`src/rtl/adder_pkg.sv`:
```
// Purpose : shared widths and the adder result record used by the adder wrapper, the result buffer and benches.
// Latency : n/a (types and constants only).
// Backpressure: n/a.
package adder_pkg;

  localparam int ADD_W   = 8;
  localparam int TOTAL_W = 16;

  // One adder result: carry-out above the sum, so {cout, sum} reads as the full unsigned result.
  typedef struct packed {
    logic             cout;
    logic [ADD_W-1:0] sum;
  } add_result_t;

endpackage

```
`src/rtl/sync_fifo.sv`:
```
// Purpose : generic show-ahead FIFO; head entry is driven straight from storage at the read pointer.
// Latency : an entry written at edge N is visible on rd_dat after edge N; no empty bypass.
// Backpressure: wr_rdy = not full (independent of rd_rdy); rd_vld = not empty.
// Ports   : clk, rst (sync, active-high); wr_vld/wr_rdy/wr_dat write side; rd_vld/rd_rdy/rd_dat read side; level = stored entries.
module sync_fifo #(
  parameter int WIDTH = 9,
  parameter int DEPTH = 4
) (
  input  logic                       clk,
  input  logic                       rst,
  input  logic                       wr_vld,
  output logic                       wr_rdy,
  input  logic [WIDTH-1:0]           wr_dat,
  output logic                       rd_vld,
  input  logic                       rd_rdy,
  output logic [WIDTH-1:0]           rd_dat,
  output logic [$clog2(DEPTH):0]     level
);

  localparam int AW = $clog2(DEPTH);

  logic [WIDTH-1:0] r_mem [DEPTH];
  logic [AW-1:0]    r_wr_ptr;
  logic [AW-1:0]    r_rd_ptr;
  logic [AW:0]      r_level;
  logic             w_push;
  logic             w_pop;

  assign wr_rdy = (r_level != (AW+1)'(DEPTH));
  assign rd_vld = (r_level != '0);
  assign w_push = wr_vld & wr_rdy;
  assign w_pop  = rd_vld & rd_rdy;
  assign level  = r_level;

  // Zero while empty so a stale memory word never leaks onto the head outputs.
  assign rd_dat = rd_vld ? r_mem[r_rd_ptr] : '0;

  // Power-of-two depth lets the pointers wrap by plain overflow.
  always_ff @(posedge clk) begin
    if (rst) begin
      r_wr_ptr <= '0;
      r_rd_ptr <= '0;
      r_level  <= '0;
    end else begin
      if (w_push) r_wr_ptr <= r_wr_ptr + AW'(1);
      if (w_pop)  r_rd_ptr <= r_rd_ptr + AW'(1);
      if (w_push && !w_pop)      r_level <= r_level + (AW+1)'(1);
      else if (w_pop && !w_push) r_level <= r_level - (AW+1)'(1);
    end
  end

  // Storage is not reset; contents are only observable through rd_vld.
  always_ff @(posedge clk) begin
    if (w_push) r_mem[r_wr_ptr] <= wr_dat;
  end

endmodule

```
`src/rtl/adder_result_buffer.sv`:
```
// Purpose : buffers {sum, cout} adder results for the downstream writer and keeps running total / carry count / overflow stats.
// Latency : one cycle from accepted input to head output; stats update on the edge that accepts the input.
// Backpressure: in_ready drops only when the FIFO is full; it never looks at out_ready.
// Ports   : clk, rst; in_valid/in_ready/in_sum/in_cout; clear (stats only);
//           out_valid/out_ready/out_sum/out_cout; level, total, carry_cnt, total_ovf.
module adder_result_buffer #(
  parameter int WIDTH   = adder_pkg::ADD_W,
  parameter int DEPTH   = 4,
  parameter int TOTAL_W = adder_pkg::TOTAL_W
) (
  input  logic                     clk,
  input  logic                     rst,
  input  logic                     in_valid,
  output logic                     in_ready,
  input  logic [WIDTH-1:0]         in_sum,
  input  logic                     in_cout,
  input  logic                     clear,
  output logic                     out_valid,
  input  logic                     out_ready,
  output logic [WIDTH-1:0]         out_sum,
  output logic                     out_cout,
  output logic [$clog2(DEPTH):0]   level,
  output logic [TOTAL_W-1:0]       total,
  output logic [7:0]               carry_cnt,
  output logic                     total_ovf
);

  import adder_pkg::*;

  logic [WIDTH:0]     w_wr_dat;
  logic [WIDTH:0]     w_rd_dat;
  logic               w_push;
  logic [TOTAL_W-1:0] w_base_total;
  logic [7:0]         w_base_cnt;
  logic               w_base_ovf;
  logic [TOTAL_W:0]   w_acc;
  logic [TOTAL_W-1:0] r_total;
  logic [7:0]         r_carry_cnt;
  logic               r_total_ovf;

  assign w_wr_dat = {in_cout, in_sum};

  sync_fifo #(
    .WIDTH (WIDTH + 1),
    .DEPTH (DEPTH)
  ) u_fifo (
    .clk    (clk),
    .rst    (rst),
    .wr_vld (in_valid),
    .wr_rdy (in_ready),
    .wr_dat (w_wr_dat),
    .rd_vld (out_valid),
    .rd_rdy (out_ready),
    .rd_dat (w_rd_dat),
    .level  (level)
  );

  assign out_cout = w_rd_dat[WIDTH];
  assign out_sum  = w_rd_dat[WIDTH-1:0];
  assign w_push   = in_valid & in_ready;

  // clear zeroes the starting point first, so a same-cycle push accumulates onto a fresh total.
  assign w_base_total = clear ? '0 : r_total;
  assign w_base_cnt   = clear ? '0 : r_carry_cnt;
  assign w_base_ovf   = clear ? 1'b0 : r_total_ovf;

  // One extra bit captures the wrap of the TOTAL_W-bit accumulator.
  assign w_acc = {1'b0, w_base_total} + {{(TOTAL_W - WIDTH){1'b0}}, in_cout, in_sum};

  always_ff @(posedge clk) begin
    if (rst) begin
      r_total     <= '0;
      r_carry_cnt <= '0;
      r_total_ovf <= 1'b0;
    end else if (w_push) begin
      r_total     <= w_acc[TOTAL_W-1:0];
      r_total_ovf <= w_base_ovf | w_acc[TOTAL_W];
      if (in_cout && (w_base_cnt != 8'hFF)) r_carry_cnt <= w_base_cnt + 8'd1;
      else                                  r_carry_cnt <= w_base_cnt;
    end else if (clear) begin
      r_total     <= '0;
      r_carry_cnt <= '0;
      r_total_ovf <= 1'b0;
    end
  end

  assign total     = r_total;
  assign carry_cnt = r_carry_cnt;
  assign total_ovf = r_total_ovf;

endmodule

```
`config.mk`:
```
export PLATFORM = sky130hd
export DESIGN_NAME = adder_result_buffer
export DESIGN_NICKNAME = d
export VERILOG_FILES = /design/src/rtl/adder_pkg.sv /design/src/rtl/sync_fifo.sv /design/src/rtl/adder_result_buffer.sv
export SDC_FILE = /design/constraint.sdc
export NUM_CORES = 1
export LEC_CHECK = 0
export ABC_AREA = 1
export ABC_CLOCK_PERIOD_IN_PS = 3900
export CAP_MARGIN = 15
export CORE_MARGIN = 8
export CORE_UTILIZATION = 59
export DETAILED_ROUTE_END_ITERATION = 8
export PLACE_DENSITY = 0.89
export SLEW_MARGIN = 20
export SYNTH_ARGS = -nofsm -noshare
export SYNTH_HDL_FRONTEND = slang
export SYNTH_HIERARCHICAL = 1
export SYNTH_SLANG_ARGS = --single-unit
```
`constraint.sdc`:
```
create_clock -name clk -period 3.9 [get_ports clk]
set_input_delay 0.975 -clock clk [delete_from_list [all_inputs] [get_ports clk]]
set_output_delay 0.975 -clock clk [all_outputs]
set_load 0.02 [all_outputs]
```
==> reports/results.ini, run 1 <==
[run_status]
outcome=complete, no violations

[critical_path]
crit_required_ns=2.92
reg2reg_to=u_fifo/level[2]$_SDFFE_PP0P_
cp.arrival_ns=2.39
path_class=reg2out
rrSetupSlack_ns=1.91
end_kind=primary output
endpoint=out_sum[5]
r2r_cells=13
r2r-start=u_fifo/level[0]$_SDFFE_PP0P_
path_max_fanout=19
critPathLaunchType=flip-flop

[clock_tree]
cts_setup_buffers=0
clockBufferDepth=2
cts_tree=yes
clk_latency_ns=0.35
numClockSinks=70
cts_max_level=3
clkSlewWorstSetupHoldPaths_ns=0.08
cts_hold_buf=0
cts_buffers=9
cts_resized=0
clock-root-buffer=clkbuf_8

[route]
drt_first_pass_iters=7
num_vias=3213
wirelength_um=8710
drt_iter0_drc=167
wl_per_cell_um=14.4
viasPerCell=5.32
drc_errors=0
ant_nets=0

[timing]
max_freq_ghz=0.297
worst_slack_ns=0.533
finClkSkew_ns=0.0108
fin_crit_sh_pct=86.3
maxSlewHeadroom_pct=41.3
slew_violations=0
worst_hold_slack_ns=0.482
finalCriticalPeriod_ns=3.37
rsz0062_at_grt=false
hold_violations=0
worst_slew_pin_slew_ns=0.877
finalSetupViolations=0
setup_tns_ns=0

[cells_and_area]
num_antenna_cells=0
fill_cells=458
multiInputGateArea_mm2=0.00160
drive_gt1_share_pct=8.35
final_core_util_pct=72.6
nNetsFinal=553
seqCellArea_mm2=0.00176
syn_to_final_growth_pct=21.6

[floorplan]
die_width_um=95.2
core_area_mm2=0.00620
row_count=29
die_y_um=95.2
die_area_mm2=0.00907
start_util_pct=59.7
io_pins=53

[synthesis]
yosys.area_share.simple_pct=28.0
synth-edff-count=36
netlist_area_mm2=0.00370
avgSynthCellArea_um2=7.93
synth_xor_area_share_pct=0.709
seq_area_frac_synth_pct=47.6
ys.warnings.count=6
ys_seq_elements=70
synth.area.mux_share_pct=0
synth.distinct_cells=36
synth_compound_area_share_pct=8.41
syn_inst=467
synth_adder_area_share_pct=6.15
syn_nets=498
synth_top_family_by_area=simple AND/OR/NAND/NOR gates
synth_ff_type=edfxtp_1
ys_async_sr_fraction_pct=0

[hold_path]
holdCritPathClass=reg2reg

[global_routing]
gr-total-overflow=0
grt_pass1_vias=3136
grt_start_max_net_pins=20
antenna_found_initial=0
grt_pass1_wl_um=14400
grtUsageTotal_pct=20.4

[placed_design]
place_congestion=0.852
dp_hpwl_um=6210
dp_slack_ns=0.656
port_buffers=52

[pwr]
p_per_area_mw_per_mm2=559
peakVddDrop_v=0.000347
leakage_nw=1.93

[job]
maxCapViolCount=0

[worst max-delay path, stage by stage (launching register included)]
cell	delay, ns
dfxtp_1	0.78
inv_2	0.31
o21ai_0	0.28
a21oi_1	0.11
clkdlybuf4s50_1	0.55
[how the worst min path moves through the flow]
| stage | slack [ns] | startpoint | endpoint | depth (start not counted) |
|---|---|---|---|---|
| floorplan | 0.46 | u_fifo/r_rd_ptr[1]$_SDFFE_PP0P_ | flip-flop | 2 |
| global placement | 0.46 | total_ovf$_SDFF_PP0_ | total_ovf$_SDFF_PP0_ | 2 |
| detailed placement | 0.46 | total_ovf$_SDFF_PP0_ | total_ovf$_SDFF_PP0_ | 2 |
| CTS | 0.48 | total_ovf$_SDFF_PP0_ | total_ovf$_SDFF_PP0_ | 2 |
| global route | 0.53 | total_ovf$_SDFF_PP0_ | total_ovf$_SDFF_PP0_ | 2 |
| finish | 0.48 | total_ovf$_SDFF_PP0_ | total_ovf$_SDFF_PP0_ | 2 |
[sequential cells by signal, indices dropped and copies added (netlist names), named ones only]
name             cells
carry_cnt            8
total               16
total_ovf            1
u_fifo/level         3
u_fifo/r_mem        36
u_fifo/r_rd_ptr      2
u_fifo/r_wr_ptr      2
[power by group]
part / switching, W / total [W] / internal (W) / leakage (nW)
Clock: 0.000287 / 0.000733 / 0.000447 / 0.127
Sequential: 0.0000776 / 0.000942 / 0.000864 / 0.608
Combinational: 0.000507 / 0.000842 / 0.000335 / 1.19
Total: 0.000871 / 0.00252 / 0.00165 / 1.93
[through the flow]
| step | instances | instance area, µm² | power, W |
|---|---|---|---|
| floorplan | 467 | 3700 | 0.00149 |
| global placement | 588 | 4250 | 0.00176 |
| detailed placement | 588 | 4250 | 0.00179 |
| CTS | 604 | 4500 | 0.00253 |
| global route | 604 | 4500 | 0.00265 |
| finish | 604 | 4500 | 0.00252 |
[layout make-up]
| cell class | count | share of cell area [%] |
|---|---|---|
| clock inverter | 6 | 2.58 |
| inverter | 68 | 5.78 |
| multi-input combinational | 320 | 35.6 |
| clock buffer | 10 | 3.06 |
| timing repair buffer | 53 | 11.7 |
| tap | 77 | 2.14 |
| sequential | 70 | 39.1 |
[cell families (layout without fill, tap and decap cells)]
kind of cell	Yosys count	count (layout)
adder cells (fa/ha/maj)	17	17
buffers and inverters	77	137
AO/OA/AOI/OAI	60	60
XOR/XNOR	3	3
AND/OR/NAND/NOR	240	240
flip-flops	70	70
[per-layer routing]
metal	wire, µm	global-route usage, %
met1	3660	22.9
met2	4400	36.2
met3	496	4.80
met4	157	8.84
met5	0	0
[synth_stat cells (2+ instances only)]
library cell,n,area [µm²]
o21ai_0,16,80.1
inv_2,4,15.0
inv_1,61,229
edfxtp_1,36,1080
a21oi_1,30,150
nand3b_1,2,15.0
ha_1,15,188
o21ai_1,10,50.1
buf_6,3,33.8
inv_4,2,12.5
dfxtp_1,34,681
nor2_2,5,31.3
xor2_1,2,17.5
clkbuf_1,2,7.51
nand2_2,9,56.3
nor2_1,93,349
nand4_1,2,12.5
nor3_2,2,20.0
nor3_1,5,25.0
nand2_1,81,304
buf_2,2,10.0
fa_1,2,40.0
nand3_1,36,180
[layout by cell type (no fill, tap or decap), types with 2 or more instances in the layout]
cell	n
o21ai_0	16
nor2_2	5
clkbuf_8	10
nand2_1	81
nor3_1	5
a21oi_1	30
dfxtp_1	34
nand2_2	9
clkdlybuf4s50_1	52
bufinv_16	3
inv_2	4
fa_1	2
inv_1	61
o21ai_1	10
nand3b_1	2
edfxtp_1	36
nand3_1	36
nor3_2	2
inv_4	2
xor2_1	2
ha_1	15
nor2_1	93
nand4_1	2
clkinv_4	2
Note: power is estimated with default switching activity, not from simulation.
==> run 2: changes to the inputs <==
--- a/config.mk
+++ b/config.mk
@@ -8,10 +8,11 @@
 export ABC_AREA = 1
 export ABC_CLOCK_PERIOD_IN_PS = 3900
 export CAP_MARGIN = 15
-export CORE_MARGIN = 8
-export CORE_UTILIZATION = 59
+export CORE_MARGIN = 2
+export CORE_UTILIZATION = 40
 export DETAILED_ROUTE_END_ITERATION = 8
-export PLACE_DENSITY = 0.89
+export MAX_ROUTING_LAYER = met4
+export PLACE_DENSITY = 0.66
 export SLEW_MARGIN = 20
 export SYNTH_ARGS = -nofsm -noshare
 export SYNTH_HDL_FRONTEND = slang
==> reports/results.ini, run 2 (synthesized netlist as in run 1, its figures left out) <==
[timing]
worst_slew_pin_slew_ns=0.888  ; +0.0109 ns
finClkSkew_ns=0.0111  ; +0.000294 ns
setup_tns_ns=0  ; unchanged
rsz0062_at_grt=false
finalCriticalPeriod_ns=3.34  ; -0.0218 ns
fin_crit_sh_pct=85.8  ; -0.56 points
finalSetupViolations=0  ; unchanged
hold_violations=0  ; unchanged
slew_violations=0  ; unchanged
maxSlewHeadroom_pct=40.6  ; -0.73 points
worst_hold_slack_ns=0.486  ; +0.00418 ns
max_freq_ghz=0.299  ; +0.65%

[global_routing]
grt_pass1_wl_um=14300  ; about the same
antenna_found_initial=0  ; unchanged
grt_pass1_vias=2951  ; -5.9%
gr-total-overflow=0  ; unchanged
grt_start_max_net_pins=20  ; unchanged
grtUsageTotal_pct=19.0  ; -1.5 points

[floorplan]
die_y_um=100  ; +5.2%
start_util_pct=40.7  ; -19 points
die_area_mm2=0.0100  ; +11%
io_pins=53  ; unchanged
core_area_mm2=0.00911  ; +47%
row_count=35  ; +21%
die_width_um=100  ; +5.2%

[critical_path]
cp.arrival_ns=2.37  ; -0.02 ns
r2r_cells=12  ; -1
endpoint=out_sum[1]
path_class=reg2out
r2r-start=total[0]$_SDFF_PP0_
end_kind=primary output
crit_required_ns=2.92  ; about the same
rrSetupSlack_ns=1.97  ; +0.06 ns
path_max_fanout=19  ; unchanged
reg2reg_to=total[10]$_SDFF_PP0_
critPathLaunchType=flip-flop

[placed_design]
port_buffers=52  ; unchanged
dp_hpwl_um=6080  ; -2.1%
place_congestion=0.858  ; +0.67%

[hold_path]
holdCritPathClass=reg2reg
min-delay-start=total_ovf$_SDFF_PP0_

[route]
num_vias=3112  ; -3.1%
drc_errors=0  ; unchanged
wirelength_um=8610  ; -1.2%
wl_per_cell_um=13.5  ; -6.8%
ant_nets=0  ; unchanged
viasPerCell=4.86  ; -8.6%
drt_iter0_drc=165  ; -1.2%
drt_first_pass_iters=6  ; -1

[clock_tree]
cts_tree=yes
clock-root-buffer=clkbuf_8
clkSlewWorstSetupHoldPaths_ns=0.09  ; about the same
clk_latency_ns=0.36  ; about the same
cts_buffers=9  ; unchanged
clockBufferDepth=2  ; unchanged
numClockSinks=70  ; unchanged
cts_hold_buf=0  ; unchanged
cts_max_level=3  ; unchanged
cts_resized=0  ; unchanged
cts_setup_buffers=0  ; unchanged

[cells_and_area]
final_cell_mix=nor2_1 (93), nand2_1 (81), inv_1 (61)
regMostFlops=u_fifo/r_mem
num_antenna_cells=0  ; unchanged
largest_register_ffs=36  ; unchanged
nNetsFinal=555  ; +0.36%
drive_gt1_share_pct=8.70  ; +0.35 points
syn_to_final_growth_pct=22.5
final_common_cell=nor2_1

[pwr]
leakage_nw=1.92  ; -0.22%
p_per_area_mw_per_mm2=543  ; -2.8%
peakVddDrop_v=0.000223  ; -36%

[run_status]
outcome=complete, no violations

[job]
maxCapViolCount=0  ; unchanged

run 2: cell types whose count changed in the layout (fill, tap and decap cells not counted):
| cell | change |
|---|---|
| buf_4 | +2 |
| bufinv_16 | -1 |
| clkbuf_8 | -1 |
| clkinv_4 | -1 |
| clkinvlp_4 | +1 |
| inv_6 | +1 |
| inv_8 | +1 |
run 2: worst min-delay path by stage:
stage	endpoint	slack [ns]	cells past startpoint
after floorplan	flip-flop	0.46	2
after global placement	total_ovf$_SDFF_PP0_	0.46	2
after detailed placement	total_ovf$_SDFF_PP0_	0.47	2
after CTS	total_ovf$_SDFF_PP0_	0.49	2
after global routing	total_ovf$_SDFF_PP0_	0.52	2
final	total_ovf$_SDFF_PP0_	0.49	2
run 2: power by group:
| part | leakage [nW] | total, W | switching (W) | internal (W) |
|---|---|---|---|---|
| clock network | 0.112 | 0.000689 | 0.000319 | 0.000370 |
| logic | 1.20 | 0.000837 | 0.000497 | 0.000339 |
| registers | 0.608 | 0.000940 | 0.0000766 | 0.000864 |
run 2: metal layers:
layer | GRT usage, % | routed length (µm) | vias to the layer above
met3 | 5.36 | 360 | 10
li1 | - | - | 1621
met4 | 4.43 | 108 | 0
met2 | 29.9 | 4080 | 74
met5 | - | 0 | -
met1 | 24.3 | 4060 | 1407
run 2: area by class of cell:
class / count / area (µm²)
fill: 888 / 4570
sequential: 70 / 1760
multi-input combinational: 320 / 1600
timing repair buffer: 55 / 543
inverter: 68 / 260
tap: 111 / 139
clock buffer: 9 / 124
clock inverter: 7 / 105
run 2: metrics by stage:
step	std cells	worst slack [ns]	util, %	total power, W	cell area [µm²]
after floorplan	467	1.35	-	0.00149	3700
after global placement	624	0.704	47.3	0.00178	4310
after detailed placement	624	0.660	47.3	0.00180	4310
after CTS	640	0.536	49.8	0.00248	4540
after global routing	640	0.331	49.8	0.00261	4540
final	640	0.555	49.8	0.00247	4540
run 2: critical path, cell delays in order (launching register included):
cell             delay (ns)
dfxtp_1                0.80
inv_2                  0.31
o21ai_0                0.25
a21oi_1                0.11
clkdlybuf4s50_1        0.54
